[config.mk]
export PLATFORM = sky130hd
export DESIGN_NAME = tm1638_sched
export DESIGN_NICKNAME = d
export VERILOG_FILES = /design/src/rtl/tm1638_sched.sv
export SDC_FILE = /design/constraint.sdc
export NUM_CORES = 1
export LEC_CHECK = 0
export CORE_UTILIZATION = 30
export CTS_BUF_LIST = sky130_fd_sc_hd__clkbuf_8
export DETAILED_ROUTE_END_ITERATION = 8
export GPL_TIMING_DRIVEN = 1
export PLACE_DENSITY_LB_ADDON = 0.15
export SYNTH_ARGS = -nofsm -noshare
export SYNTH_HDL_FRONTEND = slang
export SYNTH_SLANG_ARGS = --single-unit
[constraint.sdc]
create_clock -name clkIn -period 6.3 [get_ports clkIn]
set_input_delay 0.63 -clock clkIn [delete_from_list [all_inputs] [get_ports clkIn]]
set_output_delay 0.63 -clock clkIn [all_outputs]
set_load 0.03 [all_outputs]
[src/rtl/tm1638_sched.sv]
// tm1638_sched
//   Owns the TM1638 byte engine and shares it between a key-scan requester and
//   a display-refresh requester. Builds CS framing, command bytes and the
//   read/write direction, streams the 16-byte display frame from a caller
//   buffer, and returns the decoded key state.
// Ports
//   clkIn, rst            : clock, synchronous active-high reset
//   key_req/key_ack/keys  : key-scan handshake (level req, pulse ack) and result
//   disp_req/disp_ack     : display-refresh handshake
//   frame_addr/frame_byte : display buffer read port (combinational data)
//   disp_on, bright       : display-control fields, sampled at the control byte
//   err                   : one-cycle pulse when the engine fails to go busy
//   tm_cs/tm_rw/tm_latch/tm_out : to the engine (tm_rw 1 = write)
//   busy, tm_in           : from the engine
module tm1638_sched #(
  parameter int CS_GAP      = 2,
  parameter int ACK_TIMEOUT = 8
) (
  input  logic       clkIn,
  input  logic       rst,
  input  logic       key_req,
  output logic       key_ack,
  output logic [7:0] keys,
  input  logic       disp_req,
  output logic       disp_ack,
  output logic [3:0] frame_addr,
  input  logic [7:0] frame_byte,
  input  logic       disp_on,
  input  logic [2:0] bright,
  output logic       err,
  output logic       tm_cs,
  output logic       tm_rw,
  output logic       tm_latch,
  output logic [7:0] tm_out,
  input  logic       busy,
  input  logic [7:0] tm_in
);
  localparam int TW = $clog2(ACK_TIMEOUT + 1);
  localparam int GW = $clog2(CS_GAP + 1);

  typedef enum logic [2:0] {IDLE, ARB, CS_SETUP, ISSUE, WAIT_ACK, WAIT_DONE, CS_END, GAP} state_t;

  state_t        r_state;
  logic          r_tx;       // 0 = key scan, 1 = display
  logic          r_last;     // last granted transaction, 1 = display
  logic [1:0]    r_frame;
  logic [4:0]    r_cnt;      // byte index within the current frame
  logic          r_more;     // another frame of this transaction follows the gap
  logic [TW-1:0] r_to;
  logic [GW-1:0] r_gap;
  logic [7:0]    r_kshadow;  // key bits gathered during the scan frame
  logic          r_cs, r_rw, r_latch, r_kack, r_dack, r_err;
  logic [7:0]    r_out, r_keys;
  logic [3:0]    r_addr;

  logic [4:0] w_idx;
  logic [7:0] w_byte, w_kcap;
  logic       w_rw, w_data, w_lastb, w_lastfr, w_gkey;
  logic [1:0] w_ri;
  logic       w_unused;

  assign w_unused = ^{tm_in[7:5], tm_in[3:1]};
  assign w_gkey   = key_req && (!disp_req || r_last);

  always_comb begin
    // Index of the byte about to be launched: 0 out of CS_SETUP, next one out of WAIT_DONE.
    w_idx    = (r_state == WAIT_DONE) ? r_cnt + 5'd1 : 5'd0;
    w_rw     = !(!r_tx && w_idx != 5'd0);
    w_data   = r_tx && r_frame == 2'd1 && w_idx != 5'd0;
    w_byte   = 8'h00;
    if (!r_tx) w_byte = (w_idx == 5'd0) ? 8'h42 : 8'h00;
    else begin
      case (r_frame)
        2'd0:    w_byte = 8'h40;
        2'd1:    w_byte = w_data ? frame_byte : 8'hC0;
        default: w_byte = {4'b1000, disp_on, bright};
      endcase
    end
    w_lastb  = r_tx ? ((r_frame == 2'd1) ? (r_cnt == 5'd16) : (r_cnt == 5'd0)) : (r_cnt == 5'd4);
    w_lastfr = !r_tx || r_frame == 2'd2;
    // Read i = r_cnt-1 carries S(8-i) in bit 0 and S(4-i) in bit 4.
    w_ri     = r_cnt[1:0] - 2'd1;
    w_kcap   = r_kshadow;
    w_kcap[3'd7 - {1'b0, w_ri}] = tm_in[0];
    w_kcap[3'd3 - {1'b0, w_ri}] = tm_in[4];
  end

  always_ff @(posedge clkIn) begin
    if (rst) begin
      r_state <= IDLE; r_tx <= 1'b0; r_last <= 1'b1; r_frame <= 2'd0; r_cnt <= 5'd0;
      r_more <= 1'b0; r_to <= '0; r_gap <= '0; r_kshadow <= 8'h00;
      r_cs <= 1'b1; r_rw <= 1'b1; r_latch <= 1'b0; r_out <= 8'h00; r_keys <= 8'h00;
      r_kack <= 1'b0; r_dack <= 1'b0; r_err <= 1'b0; r_addr <= 4'd0;
    end else begin
      r_latch <= 1'b0;
      r_kack  <= 1'b0;
      r_dack  <= 1'b0;
      r_err   <= 1'b0;
      case (r_state)
        IDLE: if (key_req || disp_req) r_state <= ARB;
        ARB: begin
          // A request that went away before the grant is simply dropped.
          if (key_req || disp_req) begin
            r_tx    <= !w_gkey;
            r_last  <= !w_gkey;
            r_frame <= 2'd0;
            r_cnt   <= 5'd0;
            r_cs    <= 1'b0;
            r_state <= CS_SETUP;
          end else r_state <= IDLE;
        end
        CS_SETUP: begin
          r_state <= ISSUE;
          r_latch <= 1'b1;
          r_out   <= w_byte;
          r_rw    <= w_rw;
        end
        ISSUE: begin
          r_state <= WAIT_ACK;
          r_to    <= TW'(1);
        end
        WAIT_ACK: begin
          if (busy) r_state <= WAIT_DONE;
          else if (r_to == TW'(ACK_TIMEOUT - 1)) begin
            // Engine never started: close the frame, leave the request pending.
            r_cs    <= 1'b1;
            r_rw    <= 1'b1;
            r_err   <= 1'b1;
            r_addr  <= 4'd0;
            r_more  <= 1'b0;
            r_gap   <= '0;
            r_state <= GAP;
          end else r_to <= r_to + TW'(1);
        end
        WAIT_DONE: begin
          if (!busy) begin
            if (!r_tx && r_cnt != 5'd0) r_kshadow <= w_kcap;
            if (w_lastb) begin
              r_cs    <= 1'b1;
              r_rw    <= 1'b1;
              r_state <= CS_END;
              if (w_lastfr) begin
                r_more <= 1'b0;
                if (r_tx) r_dack <= 1'b1;
                else begin
                  r_kack <= 1'b1;
                  r_keys <= w_kcap;
                end
              end else begin
                r_more  <= 1'b1;
                r_frame <= r_frame + 2'd1;
              end
            end else begin
              r_cnt   <= r_cnt + 5'd1;
              r_state <= ISSUE;
              r_latch <= 1'b1;
              r_out   <= w_byte;
              r_rw    <= w_rw;
              // Advance the buffer index so it is settled the cycle before the next latch;
              // the 4-bit wrap after byte 15 returns it to 0 for idle.
              if (w_data) r_addr <= r_addr + 4'd1;
            end
          end
        end
        CS_END: begin
          r_gap   <= '0;
          r_state <= GAP;
        end
        GAP: begin
          if (r_gap == GW'(CS_GAP - 1)) begin
            if (r_more) begin
              r_cs    <= 1'b0;
              r_cnt   <= 5'd0;
              r_state <= CS_SETUP;
            end else r_state <= IDLE;
          end else r_gap <= r_gap + GW'(1);
        end
        default: r_state <= IDLE;
      endcase
    end
  end

  assign tm_cs      = r_cs;
  assign tm_rw      = r_rw;
  assign tm_latch   = r_latch;
  assign tm_out     = r_out;
  assign keys       = r_keys;
  assign key_ack    = r_kack;
  assign disp_ack   = r_dack;
  assign err        = r_err;
  assign frame_addr = r_addr;
endmodule

==> summary.md <==
| Metric | Value |
|---|---|
| Starting DRT DRC Count | 127 |
| ANT nets after route | 0 |
| Storage element area | 1060 um^2 |
| Crit path capture type | register |
| Lkg Pwr | 1.11 nW |
| Pwr dens | 194 nW/um^2 |
| Final setup fails | 0 |
| Worst-margin pin slew | 0.831 ns |
| Outcome | completed |
| Total CTS buffers | 5 |
| Post-CTS setup buffer count | 0 |
| Primary FF master, synth | dfxtp_1 |
| Initial Util | 31.3% |
| Post-Syn Area | 2770 um^2 |
| Worst Setup Start Kind | register |
| Total grt overflow | 0 |
| CP required | 6.48 ns |
| ANT cells | 0 |
| Hold Path Class | reg -> reg |
| Final Skew | 0.00617 ns |
| Async S/R FF share, synth | 0% |
| Antenna violations before repair | 0 |
| Placed insts | 473 |
| Most common cell after layout, fill and taps aside | dfxtp_1 |
| Netlist cell types | 55 |
| Gp weighted congestion | 0.850 |
| Slew HR | 44.5% |
| Final WL | 6900 um |
| Syn Nets | 375 |
| Core Box Area | 8850 um^2 |
| Vias in the first global route | 2,396 |
| Crit path DAT | 2.87 ns |
| Routed vias | 2,531 |
| DP Worst Slack | 3.42 ns |
| Port Buf Inserts | 44 |
| WHS | 0.460 ns |
| Register area share after synthesis | 38.2% |
| Row count | 34 |
| Fmax | 372 MHz |
| Min cycle time layout | 2.69 ns |
| Largest net degree at the start of global routing | 46 |
| Vias per cell | 5.27 |
| Die Ht | 98.2 um |
| Die width | 98.2 um |
| Syn Area/Cell | 8.18 um^2 |
| Drt first pass iters | 6 |
| P_sw | 0.185 mW |
| Final hold violations | 0 |
| Fill cells | 951 |
| Sw Ratio | 28.3% |
| WS Path Type | reg -> reg |
| H-tree Lvls | 2 |
| Clock network fraction of total power | 31.0% |
| CP max stage delay | 0.67 ns |
| Post-CTS resize count | 0 |
| HPWL Detailed | 4830 um |
| Seq cells post-synth | 53 |
| Internal power | 0.469 mW |
| CTS Root Cell | clkbuf_8 |
| Ports | 51 |
| Pwr Total | 0.654 mW |
| Yosys warns | 0 |
| Die Area | 9640 um^2 |
| Layout Area Growth over Synthesis | 21.7% |
| VDD IR max | 0.0818 mV |
| Clock latency on the worst-skew pair | 0.31 ns |
| Crit-path cells | inv_1 -> ha_1 -> and4bb_1 -> a22oi_1 -> a21oi_1 -> nor3b_1 -> nor4_1 |
| Wire per inst | 14.4 um |
| Post-Layout Cell Count | 480 |
| Critical-path maximum fanout | 8 |
| Multi-input gate area | 1570 um^2 |
| Post-synth EDFFs | 0 |
| Total Neg Setup Slack | 0 ns |
| First-pass GRT wire length | 11,700 um |
| Tcrit/Tclk final | 42.7% |
| Hold buffers post-CTS | 0 |
| RSZ-0062 raised after global routing | false |
| Setup ws final | 3.61 ns |
| Clock Sinks | 53 |
| Clk slew on worst S/H paths | 0.10 ns |
| Nets | 408 |
| Cells after Synth | 339 |
| Reg power frac | 54.9% |
| Residual DRC count | 0 |
| Combinational share of power | 14.2% |
| CTS max path bufs | 2 |
| Layout cells sized above 1 | 4.84% |
| Total track usage | 14.9% |
| Slowest cell on crit path | a22oi_1 |
| Max-slew violations | 0 |
| TritonCTS clock tree | yes |
| Most frequent cells in the layout | dfxtp_1 (53), clkdlybuf4s50_1 (44), nand2_1 (40), a21oi_1 (33), nor2_1 (29) |
| Number of max-cap violations | 0 |
[kinds of logic after synthesis]
| logic type | after synthesis | synth area share [%] |
|---|---|---|
| AOI/OAI and AO/OA | 91 | 22.7 |
| DFF | 53 | 38.2 |
| xor gates and xnor gates | 4 | 1.26 |
| buffers and inverters | 37 | 5.23 |
| adders and majority gates | 11 | 4.96 |
| muxes | 9 | 3.25 |
| and+or+nand+nor | 134 | 24.4 |
[worst paths after layout]
kind | cells after the start | startpoint | slack, ns | to
worst min-delay path | 2 | r_kshadow[0] | 0.46 | r_kshadow[0]
worst min register to register | 2 | r_kshadow[0] | 0.46 | r_kshadow[0]
worst max register to register | 7 | r_cnt[0] | 3.61 | tm_out[1]
worst max-delay path | 7 | r_cnt[0] | 3.61 | tm_out[1]
[sequential cells by signal, indices dropped and copies added (netlist names), 2 cells and up]
name	flops
r_state	3
r_gap	2
r_kshadow	8
r_frame	2
r_cnt	5
keys	8
frame_addr	4
tm_out	8
r_to	4
[worst max-delay path: cells and delay by family, from the launching register on]
family | cells | cell delay, ns
compound gates | 2 | 1.04
simple gates | 3 | 0.70
flops | 1 | 0.43
fa+ha+maj | 1 | 0.25
buf+inv | 1 | 0.14
[cell type report]
class                           count  share of cell area, %
Clock inverter                      1                  0.222
Sequential cell                    53                   31.4
Clock buffer                        6                   2.45
Timing Repair Buffer               47                   13.7
Inverter                           16                   1.78
Multi-Input combinational cell    249                   46.4
Tap cell                          108                   4.00
[through the flow]
| stage | utilization, % | area (um^2) |
|---|---|---|
| final | 38.2 | 3380 |
| after global routing | 38.2 | 3380 |
| after CTS | 38.2 | 3380 |
| after detailed placement | 37.1 | 3290 |
| after global placement | 37.1 | 3290 |
| after floorplan | - | 2770 |
[synthesized netlist by cell type (2+ instances only)]
| cell type | count | area share [%] |
|---|---|---|
| nand4_1 | 4 | 0.90 |
| nand4bb_1 | 2 | 0.81 |
| a221oi_1 | 2 | 0.63 |
| nand3_1 | 17 | 3.1 |
| xor2_1 | 2 | 0.63 |
| dfxtp_1 | 53 | 38 |
| nand3b_1 | 3 | 0.81 |
| a31o_2 | 2 | 0.63 |
| mux2i_1 | 9 | 3.2 |
| o21ai_0 | 9 | 1.6 |
| nor4_1 | 3 | 0.68 |
| a211o_1 | 2 | 0.63 |
| or3_1 | 3 | 0.68 |
| or4_1 | 2 | 0.54 |
| and3_1 | 2 | 0.45 |
| ha_1 | 11 | 5.0 |
| a311oi_1 | 2 | 0.63 |
| a22o_1 | 2 | 0.63 |
| a211oi_1 | 13 | 3.5 |
| nand2b_1 | 4 | 0.90 |
| nor3_1 | 13 | 2.3 |
| nor3b_1 | 4 | 1.1 |
| a22oi_1 | 5 | 1.4 |
| and3b_1 | 2 | 0.63 |
| a21oi_1 | 33 | 6.0 |
| inv_1 | 15 | 2.0 |
| xnor2_1 | 2 | 0.63 |
| nor2_1 | 29 | 3.9 |
| o2bb2ai_1 | 4 | 1.3 |
| buf_2 | 2 | 0.36 |
| clkbuf_1 | 18 | 2.4 |
| nand2_1 | 40 | 5.4 |
| o22ai_1 | 2 | 0.45 |
| a21o_1 | 2 | 0.54 |
[power by group through the flow]
stage                     Clock (mW)  Sequential (mW)  Combinational (mW)
after floorplan                    0            0.361              0.0621
after global placement             0            0.366              0.0917
after detailed placement           0            0.366              0.0923
after CTS                      0.211            0.358              0.0925
after global routing           0.224            0.361               0.102
final                          0.202            0.359              0.0927
[layer usage]
layer  part of all wire [%]  up-vias  GRT usage [%]
li1                       -     1289              -
met1                     50     1191           19.6
met2                     46       43           24.7
met3                    2.9        8           2.86
met4                    1.1        0           4.48
met5                      0        -              0
No activity file was read; power rests on OpenSTA's default activity.
